File: config.mk
export PLATFORM = sky130hd
export DESIGN_NAME = dm_port_arbiter
export DESIGN_NICKNAME = d
export VERILOG_FILES = /design/src/rtl/dm_port_arbiter.sv
export SDC_FILE = /design/constraint.sdc
export NUM_CORES = 1
export LEC_CHECK = 0
export BUFFER_PORTS_ARGS = -buffer_cell sky130_fd_sc_hd__buf_2
export CORE_AREA = 2 2 117 119
export DETAILED_ROUTE_END_ITERATION = 10
export DIE_AREA = 0 0 119 121
export GPL_ROUTABILITY_DRIVEN = 0
export PLACE_DENSITY = 0.6
export REMOVE_ABC_BUFFERS = 1
export SYNTH_ARGS = -nofsm -noshare
export SYNTH_HDL_FRONTEND = slang
export SYNTH_SLANG_ARGS = --single-unit
File: constraint.sdc
create_clock -name clk_i -period 1.2 [get_ports clk_i]
set_input_delay 0.24 -clock clk_i [delete_from_list [all_inputs] [get_ports clk_i]]
set_output_delay 0.24 -clock clk_i [all_outputs]
set_load 0.01 [all_outputs]
File: src/rtl/dm_port_arbiter.sv
// dm_port_arbiter: shares one data-memory port between the MEM stage (priority) and a debug requester.
// Define DM_ARB_STARVE_GUARD_EN to add the FORCE state that stalls the CPU for one cycle to serve a starved debug request.
module dm_port_arbiter #(
   parameter int ADDR_W     = 32,
   parameter int DATA_W     = 32,
   parameter int STARVE_MAX = 8
) (
   input  logic              clk_i,
   input  logic              rst_i,
   input  logic              cpu_mem_read_i,
   input  logic              cpu_mem_write_i,
   input  logic [ADDR_W-1:0] cpu_addr_i,
   input  logic [DATA_W-1:0] cpu_wdata_i,
   output logic [DATA_W-1:0] cpu_rdata_o,
   output logic              cpu_stall_o,
   input  logic              dbg_req_i,
   input  logic              dbg_we_i,
   input  logic [ADDR_W-1:0] dbg_addr_i,
   input  logic [DATA_W-1:0] dbg_wdata_i,
   output logic              dbg_gnt_o,
   output logic              dbg_rvalid_o,
   output logic [DATA_W-1:0] dbg_rdata_o,
   output logic [ADDR_W-1:0] dm_addr_o,
   output logic [DATA_W-1:0] dm_wdata_o,
   output logic              dm_read_o,
   output logic              dm_write_o,
   input  logic [DATA_W-1:0] dm_rdata_i
);
   logic              w_cpu_act, w_cpu_en, w_cpu_go, w_gnt, w_stall;
   logic              r_rvalid;
   logic [DATA_W-1:0] r_rdata;
   if (STARVE_MAX < 1 || STARVE_MAX > 255) begin : g_bad_starve
      $error("STARVE_MAX must be within 1..255");
   end
   assign w_cpu_act = cpu_mem_read_i | cpu_mem_write_i;
`ifdef DM_ARB_STARVE_GUARD_EN
   typedef enum logic {S_IDLE, S_FORCE} state_t;
   state_t     r_state, w_state_nxt;
   logic [7:0] r_starve, w_starve_nxt;
   always_ff @(posedge clk_i) begin
      if (rst_i) begin
         r_state  <= S_IDLE;
         r_starve <= '0;
      end else begin
         r_state  <= w_state_nxt;
         r_starve <= w_starve_nxt;
      end
   end
   // The port stays quiet while reset is asserted, so an interrupted FORCE neither stalls nor writes.
   always_comb begin
      w_state_nxt  = S_IDLE;
      w_starve_nxt = '0;
      w_gnt        = 1'b0;
      w_stall      = 1'b0;
      w_cpu_en     = !rst_i;
      if (r_state == S_FORCE) begin
         w_gnt    = dbg_req_i & !rst_i;
         w_stall  = w_gnt;
         w_cpu_en = 1'b0;
      end else begin
         w_gnt        = dbg_req_i & !w_cpu_act & !rst_i;
         w_starve_nxt = (dbg_req_i & w_cpu_act) ? r_starve + 8'd1 : 8'd0;
         w_state_nxt  = (w_starve_nxt == 8'(STARVE_MAX)) ? S_FORCE : S_IDLE;
      end
   end
`else
   assign w_gnt    = dbg_req_i & !w_cpu_act & !rst_i;
   assign w_stall  = 1'b0;
   assign w_cpu_en = !rst_i;
`endif
   assign w_cpu_go     = w_cpu_en & w_cpu_act;
   assign dm_addr_o    = w_gnt ? dbg_addr_i  : w_cpu_go ? cpu_addr_i  : '0;
   assign dm_wdata_o   = w_gnt ? dbg_wdata_i : w_cpu_go ? cpu_wdata_i : '0;
   assign dm_read_o    = w_gnt ? !dbg_we_i : w_cpu_en & cpu_mem_read_i;
   assign dm_write_o   = w_gnt ?  dbg_we_i : w_cpu_en & cpu_mem_write_i;
   assign dbg_gnt_o    = w_gnt;
   assign cpu_stall_o  = w_stall;
   assign cpu_rdata_o  = dm_rdata_i;
   assign dbg_rvalid_o = r_rvalid;
   assign dbg_rdata_o  = r_rdata;
   always_ff @(posedge clk_i) begin
      if (rst_i) begin
         r_rvalid <= 1'b0;
         r_rdata  <= '0;
      end else begin
         r_rvalid <= w_gnt & !dbg_we_i;
         if (w_gnt & !dbg_we_i) r_rdata <= dm_rdata_i;
      end
   end
endmodule
Word-level counts from Yosys, hierarchy flattened --
Cells that the tools add are included.
Word-level totals: register bits 33, input bits 166, output and inout port bits 133, logic and storage cells 18
Operators by class: mux-type cells 6, bitwise logic cells 7, reduce and logical (&&, ||, !) cells 3
Operators with widths (count):
- two-way mux 32 bit | 4
- AND 1 bit | 6
- logical NOT 1 bit | 3
- two-way mux 1 bit | 2
- bitwise OR 1 bit | 1

Longest topological paths before layout --
Gate-level depths: netlist of run 1.
depth after elaboration 5, gate-level depth with buffers 4

Worst setup path after synthesis of run 1 --
Ideal clock, no wire load.
kind input port to output port, from input port cpu_mem_write_i, to output port dm_wdata_o[10], arrival time 1083 ps, setup slack -123 ps, stages on the path 4, path buffers 2, cell sequence nor4b_4 buf_4 buf_4 a22o_1
On the way: longest elaborated chain between the ends 5
RTL lines:
- from (decl) | line 11 | input logic cpu_mem_write_i,
- bitwise OR 1 bit (*) | line 35 | assign w_cpu_act = cpu_mem_read_i | cpu_mem_write_i;
- logical NOT 1 bit | line 67 | assign w_gnt = dbg_req_i & !w_cpu_act & !rst_i;
- AND 1 bit (2 in a row) | line 67
- two-way mux 32 bit (*) | line 73 | assign dm_wdata_o = w_gnt ? dbg_wdata_i : w_cpu_go ? cpu_wdata_i : '0;
- to (decl) | line 24 | output logic [DATA_W-1:0] dm_wdata_o,
Every way passes the cells marked *; elsewhere a longest branch is shown, timed or not.

Final worst setup path of run 1 --
from input port cpu_mem_write_i, to output port dm_addr_o[19]
On the way: longest elaborated chain between the ends 5
RTL lines:
- bitwise OR 1 bit (*) | line 35
- logical NOT 1 bit | line 67
- AND 1 bit (2 in a row) | line 67
- two-way mux 32 bit (*) | line 72 | assign dm_addr_o = w_gnt ? dbg_addr_i : w_cpu_go ? cpu_addr_i : '0;
- to (decl) | line 23 | output logic [ADDR_W-1:0] dm_addr_o,
Marks and branches as above.

==> flow_summary_export.csv, run 1 <==
group,metric,value,unit
sta,hold_slack,232,ps
final_layout,layout_commonest_cell,"buf_2",
global_route,grtUsageTotal,0.135,
logic_synthesis,netlist_area,0.00242,mm2
final_layout,final_nets,700,
global_route,grt_pass1_vias,2685,
cts,htreeDepth,2,
floorplan,boundaryPins,299,
power_and_ir_drop,combPwrFrac,0.318,
logic_synthesis,synth_largest_area_cell,"dfxtp_1",
sta,clock_skew,0,ps
logic_synthesis,ys_top_cells_by_area,"dfxtp_1, a22o_1, nand2b_1",
final_layout,layout_common_cells,"buf_2, a22o_1, nand2b_1",
logic_synthesis,ys_ff_latch,33,
sta,setup_viol,67,
power_and_ir_drop,power_density,804,mW/mm2
global_route,grt_util_met3,0.0437,
final_layout,nFillCells,1430,
final_layout,fin_area,0.00433,mm2
global_route,grt_start_max_net_pins,65,
run_status,status,"finished with violations",
cts,ctsHoldBuffers,0,
place,io_buffers,297,
logic_synthesis,synth-warning-count,0,
logic_synthesis,synth_top_area_frac,0.273,
setup_path,startpoint_type,"input pin",
final_layout,stdcell_count,711,
setup_path,worstSetupPathType,"in2out",
power_and_ir_drop,p_int,2.54,mW
logic_synthesis,syn_avg_cell_area,9.34,um2
floorplan,fp.dieW,119,um
drt,routed_wirelength,10.7,mm
logic_synthesis,ys_seq_area_frac,0.273,
cts,clock_sinks,33,
global_route,grt-ovfl-total,0,
sta,hold_violations,0,
sta,slew_violations,0,
power_and_ir_drop,p_sw_frac,0.273,
drt,vias,2905,
floorplan,die_area,0.0144,mm2
global_route,grt_pass1_wl,14.9,mm
cts,cts_buffer_depth,2,
sta,finalCritPeriodShare,1.30,
sta,layout_setup_ws,-365,ps
final_layout,syn_to_final_growth,79.1,%
job,maxCapViolCount,0,
power_and_ir_drop,peakVddDrop,0.000398,V
power_and_ir_drop,power_frac_seq,0.325,
floorplan,rows,42,
cts,clk_latency,270,ps
drt,wire_per_inst,15.0,um
setup_path,worstSetupEndpointType,"output pin",
global_route,busiest_layer,"met2",
min_path,hp-class,"in2reg",
power_and_ir_drop,p_sw,0.950,mW
cts,cts-root-buf,"clkbuf_16",
logic_synthesis,synth_cells,259,
cts,cts_tree,"done",
drt,drtAntennaViolNets,0,
sta,fin_crit,1560,ps
global_route,use_met2,0.223,
place,dp_hpwl,8.87,mm
sta,max_freq,639,MHz
floorplan,start_util,0.185,
setup_path,cp_max_fo,8,
floorplan,core,0.0131,mm2
drt,viasPerCell,4.09,
cts,numCtsBuffers,5,
global_route,antenna_found_initial,2,
drt,drc,0,
drt,drt_pass1_iterations,4,
logic_synthesis,ys_types,13,
run_status,violations,"setup timing",
setup_path,r2r_setup_slack,600,ps
drt,drt-initial-drc-count,61,
power_and_ir_drop,clock_power_share,0.357,
place,place_ws,-404,ps
setup_path,worst_ep_arrival_time,1320,ps
place,dpl.cell_count,696,
cts,cts.clk_slew.worst_paths,50,ps
global_route,use_met1,0.167,
floorplan,die_h,121,um
setup_path,cp.required,960,ps
place,dpl_cell_area,0.00396,mm2
power_and_ir_drop,leakage,2.33,nW
final_layout,drive_above_1_share,0.625,
sta,rsz0062_at_grt,"yes",
[layout make-up]
class                   count  area, um2  area share
clock buffers               7        143      0.0329
diodes                      1       2.50    0.000578
flip-flops and latches     33        661       0.152
well taps                 176        220      0.0508
multi-input cells         167       1370       0.315
inverters                   2       7.51     0.00173
repair buffers            325       1930       0.446
[cell usage after synthesis, drive strengths merged]
| master | instances |
|---|---|
| a22o | 66 |
| nand2b | 64 |
| buf | 50 |
| dfxtp | 33 |
| mux2i | 32 |
| clkbuf | 7 |
| inv | 2 |
| nor4b | 2 |
| and2 | 1 |
| conb | 1 |
| o21ba | 1 |
[path summary, 6_finish.rpt]
check | start | endpoint | depth (start not counted)
max | cpu_mem_write_i | dm_addr_o[19] | 6
min | dm_rdata_i[28] | dbg_rdata_o[28] | 3
max reg2reg | dbg_rdata_o[7] | dbg_rdata_o[7] | 2
min reg2reg | dbg_rdata_o[15] | dbg_rdata_o[15] | 2
[layer usage]
layer,up-vias,part of all wire
met5,-,0.0010
met4,2,0.021
met3,16,0.090
met2,169,0.46
met1,1281,0.42
li1,1437,-
[worst max-delay path, stage by stage]
cell	delay, ps
buf_8	100
nor4b_4	330
buf_6	190
buf_8	140
a22o_1	180
buf_2	140
[sequential cells by signal, indices dropped and copies added, names as in the netlist]
| name | cells |
|---|---|
| dbg_rvalid_o | 1 |
| dbg_rdata_o | 32 |
[power groups by stage]
stage | clock, mW | combinational, mW | sequential, mW
finish | 1.24 | 1.11 | 1.13
global route | 1.33 | 1.20 | 1.13
CTS | 1.30 | 1.10 | 1.13
detailed placement | 0 | 1.06 | 1.15
global placement | 0 | 1.07 | 1.15
floorplan | 0 | 0.359 | 1.17
[cell families after synthesis]
family	count (synthesis)	synth area share
AND/OR/NAND/NOR	67	0.188
buffers and inverters	59	0.162
flip-flops	33	0.273
other	1	0.00155
multiplexers	32	0.132
AO/OA/AOI/OAI	67	0.243
[per-stage QoR]
stage	TNS (ps)	power [mW]	util
floorplan	-128730	1.53	-
global placement	-30120	2.22	0.303
detailed placement	-30190	2.22	0.303
CTS	-20710	3.53	0.322
global route	-22960	3.66	0.331
finish	-20500	3.49	0.331
[repair_timing]
item                                    4_1_cts  5_1_grt
setup buffers                                 0        2
cloned                                        1        4
pin swaps                                    28       23
endpoints found under the setup margin       76       87
resized for setup                            21        7
Note: power is estimated with default switching activity, not from simulation.
==> inputs of run 2 (changes only) <==
Settings changed: ABC_AREA from default to 1, CORE_AREA 2 2 117 119 to 2 2 115 117, DIE_AREA 0 0 119 121 to 0 0 117 119, PLACE_DENSITY 0.6 to 0.65.
==> flow_summary_export.csv, run 2 <==
group,metric,value,unit
run_status,status,"finished with violations",
run_status,violations,"setup timing",
sta,setup_viol,87,
drt,dr_wl_met3,1.12,mm
setup_path,startpoint_type,"input pin",
cts,cts_tree,"done",
drt,viasPerCell,4.12,
cts,cts_buffer_depth,2,
floorplan,die_area,0.0139,mm2
floorplan,rows,42,
global_route,grt_pass1_vias,3493,
setup_path,max_stage_delay,180,ps
drt,drt-initial-drc-count,188,
logic_synthesis,synth_common_cells,"inv_1, nand2_1, o21ai_1",
sta,fin_crit,1540,ps
cts,htreeDepth,2,
final_layout,final_core_util,0.445,
setup_path,path_depth,9,
logic_synthesis,synth.most_common_cell,"inv_1",
drt,drc,0,
setup_path,rr_worst_depth,4,
place,io_buffers,297,
global_route,grt-ovfl-total,0,
floorplan,start_util,0.223,
global_route,grt_start_max_net_pins,34,
cts,numCtsBuffers,5,
sta,clock_skew,0,ps
place,place_ws,-416,ps
logic_synthesis,netlist_area,0.00287,mm2
drt,dr_wl_met2,7.92,mm
sta,finalCritPeriodShare,1.28,
cts,cts-root-buf,"clkbuf_16",
logic_synthesis,synth_cells,525,
setup_path,r2r_end,"dbg_rdata_o[18]",
floorplan,core,0.0129,mm2
setup_path,worstPathCellList,"buf_8 -> nor2_4 -> nand2_4 -> clkinv_8 -> buf_12 -> clkbuf_16 -> nand2_1 -> o21ai_2 -> buf_2",
setup_path,worstSetupEndpointType,"output pin",
drt,route.layer.met1.wl,5.68,mm
logic_synthesis,synth-warning-count,0,
cts,clock_sinks,33,
final_layout,drive_above_1_share,0.533,
final_layout,final_nets,988,
setup_path,cpLargestDelayFamily,"buffers and inverters",
final_layout,layout_common_cells,"buf_2, inv_1, nand2_1",
final_layout,largest_reg_flops,32,
final_layout,layout_commonest_cell,"buf_2",
power_and_ir_drop,power_density,689,mW/mm2
setup_path,worstSetupStartpoint,"cpu_mem_read_i",
final_layout,regArea,661,um2
drt,drtAntennaViolNets,0,
drt,routed.top_layer,"met5",
logic_synthesis,synth_largest_area_cell,"dfxtp_1",
logic_synthesis,syn_avg_cell_area,5.47,um2
logic_synthesis,ys.flop_type,"dfxtp_1",
drt,vias,4113,
setup_path,cp.required,960,ps
drt,routed_wirelength,15.0,mm
drt,wire_per_inst,15.0,um
setup_path,slowest_stage,"nor2_4",
global_route,grt_pass1_wl,19.3,mm
floorplan,die_h,119,um
logic_synthesis,synth_top_area_frac,0.230,
setup_path,cp_max_fo,7,
setup_path,r2r_setup_slack,570,ps
logic_synthesis,ys_seq_area_frac,0.230,
global_route,grtUsageTotal,0.183,
setup_path,endpoint,"dm_wdata_o[11]",
floorplan,boundaryPins,299,
logic_synthesis,ys_types,19,
final_layout,nFillCells,1371,
min_path,hp-class,"in2reg",
setup_path,path_buf_inv,5,
sta,slew_violations,0,
sta,rsz0062_at_grt,"yes",
final_layout,num_antenna_cells,0,
power_and_ir_drop,finalPower,3.95,mW
cts,cts.clk_slew.worst_paths,50,ps
global_route,antenna_found_initial,1,
setup_path,worst_ep_arrival_time,1300,ps
final_layout,multi_input_area,0.00155,mm2
setup_path,r2r-start,"dbg_rdata_o[18]",
floorplan,fp.dieW,117,um
power_and_ir_drop,peakVddDrop,0.000407,V
place,dp_hpwl,10.4,mm
logic_synthesis,synthArstFlopShare,0,
logic_synthesis,synth_edf_count,0,
power_and_ir_drop,leakage,3.45,nW
setup_path,worstSetupPathType,"in2out",
sta,hold_violations,0,
logic_synthesis,ys_top_cells_by_area,"dfxtp_1, inv_1, nand2_1",
drt,drt_pass1_iterations,4,
cts,clk_latency,270,ps
final_layout,syn_to_final_growth,99.5,%
logic_synthesis,ys_ff_latch,33,
job,maxCapViolCount,0,
sta,layout_setup_ws,-335,ps
sta,max_freq,651,MHz
-- run 2: cell types whose count changed in the layout (fill, tap and decap cells not counted), moves of 9 or more --
cell / change
o21ai_2: +54
mux2i_1: -32
nand2b_1: -64
a22o_1: -66
inv_1: +159
buf_6: +12
o21ai_4: +9
nor2_1: +32
nand2_1: +121
nand4_1: +32
-- run 2: cell type report --
cell class,count,share of cell area
clock inverters,3,0.00306
flip-flops and latches,33,0.115
well taps,176,0.0384
inverters,165,0.111
repair buffers,351,0.440
multi-input cells,266,0.271
clock buffers,5,0.0218
-- run 2: routing by layer --
metal | vias up | track usage
li1 | 2086 | -
met1 | 1793 | 0.213
met2 | 211 | 0.332
met3 | 21 | 0.0438
met4 | 2 | 0.0441
met5 | - | 0
-- run 2: power by group --
group / leakage (nW) / internal (mW) / switching [mW]
Clock: 0.0696 / 0.760 / 0.480
Sequential: 0.267 / 1.12 / 0.0102
Combinational: 3.11 / 0.784 / 0.792
-- run 2: timing repair --
action,CTS,global route
setup endpoints to repair,74,74
gates resized for setup,87,102
buffers inserted,12,15
cloned,8,9
pin swaps,4,19
hold buffers,0,0
-- run 2: worst min-delay path by stage --
stage,from,to,cells past startpoint
2_1_floorplan,dm_rdata_i[0],dbg_rdata_o[0],4
3_3_place_gp,dbg_rdata_o[9],dbg_rdata_o[9],4
3_5_place_dp,dbg_rdata_o[12],dbg_rdata_o[12],4
4_1_cts,dm_rdata_i[7],dbg_rdata_o[7],5
5_1_grt,dm_rdata_i[10],dbg_rdata_o[10],5
6_report,dm_rdata_i[10],dbg_rdata_o[10],5
-- run 2: per-stage QoR --
step / instances / area, um2 / setup TNS [ps] / hold WS (ps)
floorplan: 464 / 2460 / -84840 / 474
global placement: 953 / 4350 / -27880 / 493
detailed placement: 953 / 4350 / -28700 / 492
CTS: 981 / 5060 / -18240 / 304
global route: 999 / 5730 / -23990 / 347
finish: 999 / 5730 / -20430 / 310
-- run 2: cell families after synthesis --
kind of cell           Yosys count  share of synthesized area
AOI/OAI and AO/OA               66                      0.116
buffers and inverters          226                      0.359
DFF                             33                      0.230
other                            1                    0.00131
and+or+nand+nor                199                      0.294
-- run 2: worst register-to-register path, cell delays in order (launching register included) --
cell,delay (ps)
dfxtp_1,340
inv_1,40
nand2_1,50
inv_1,40
nor2_1,100
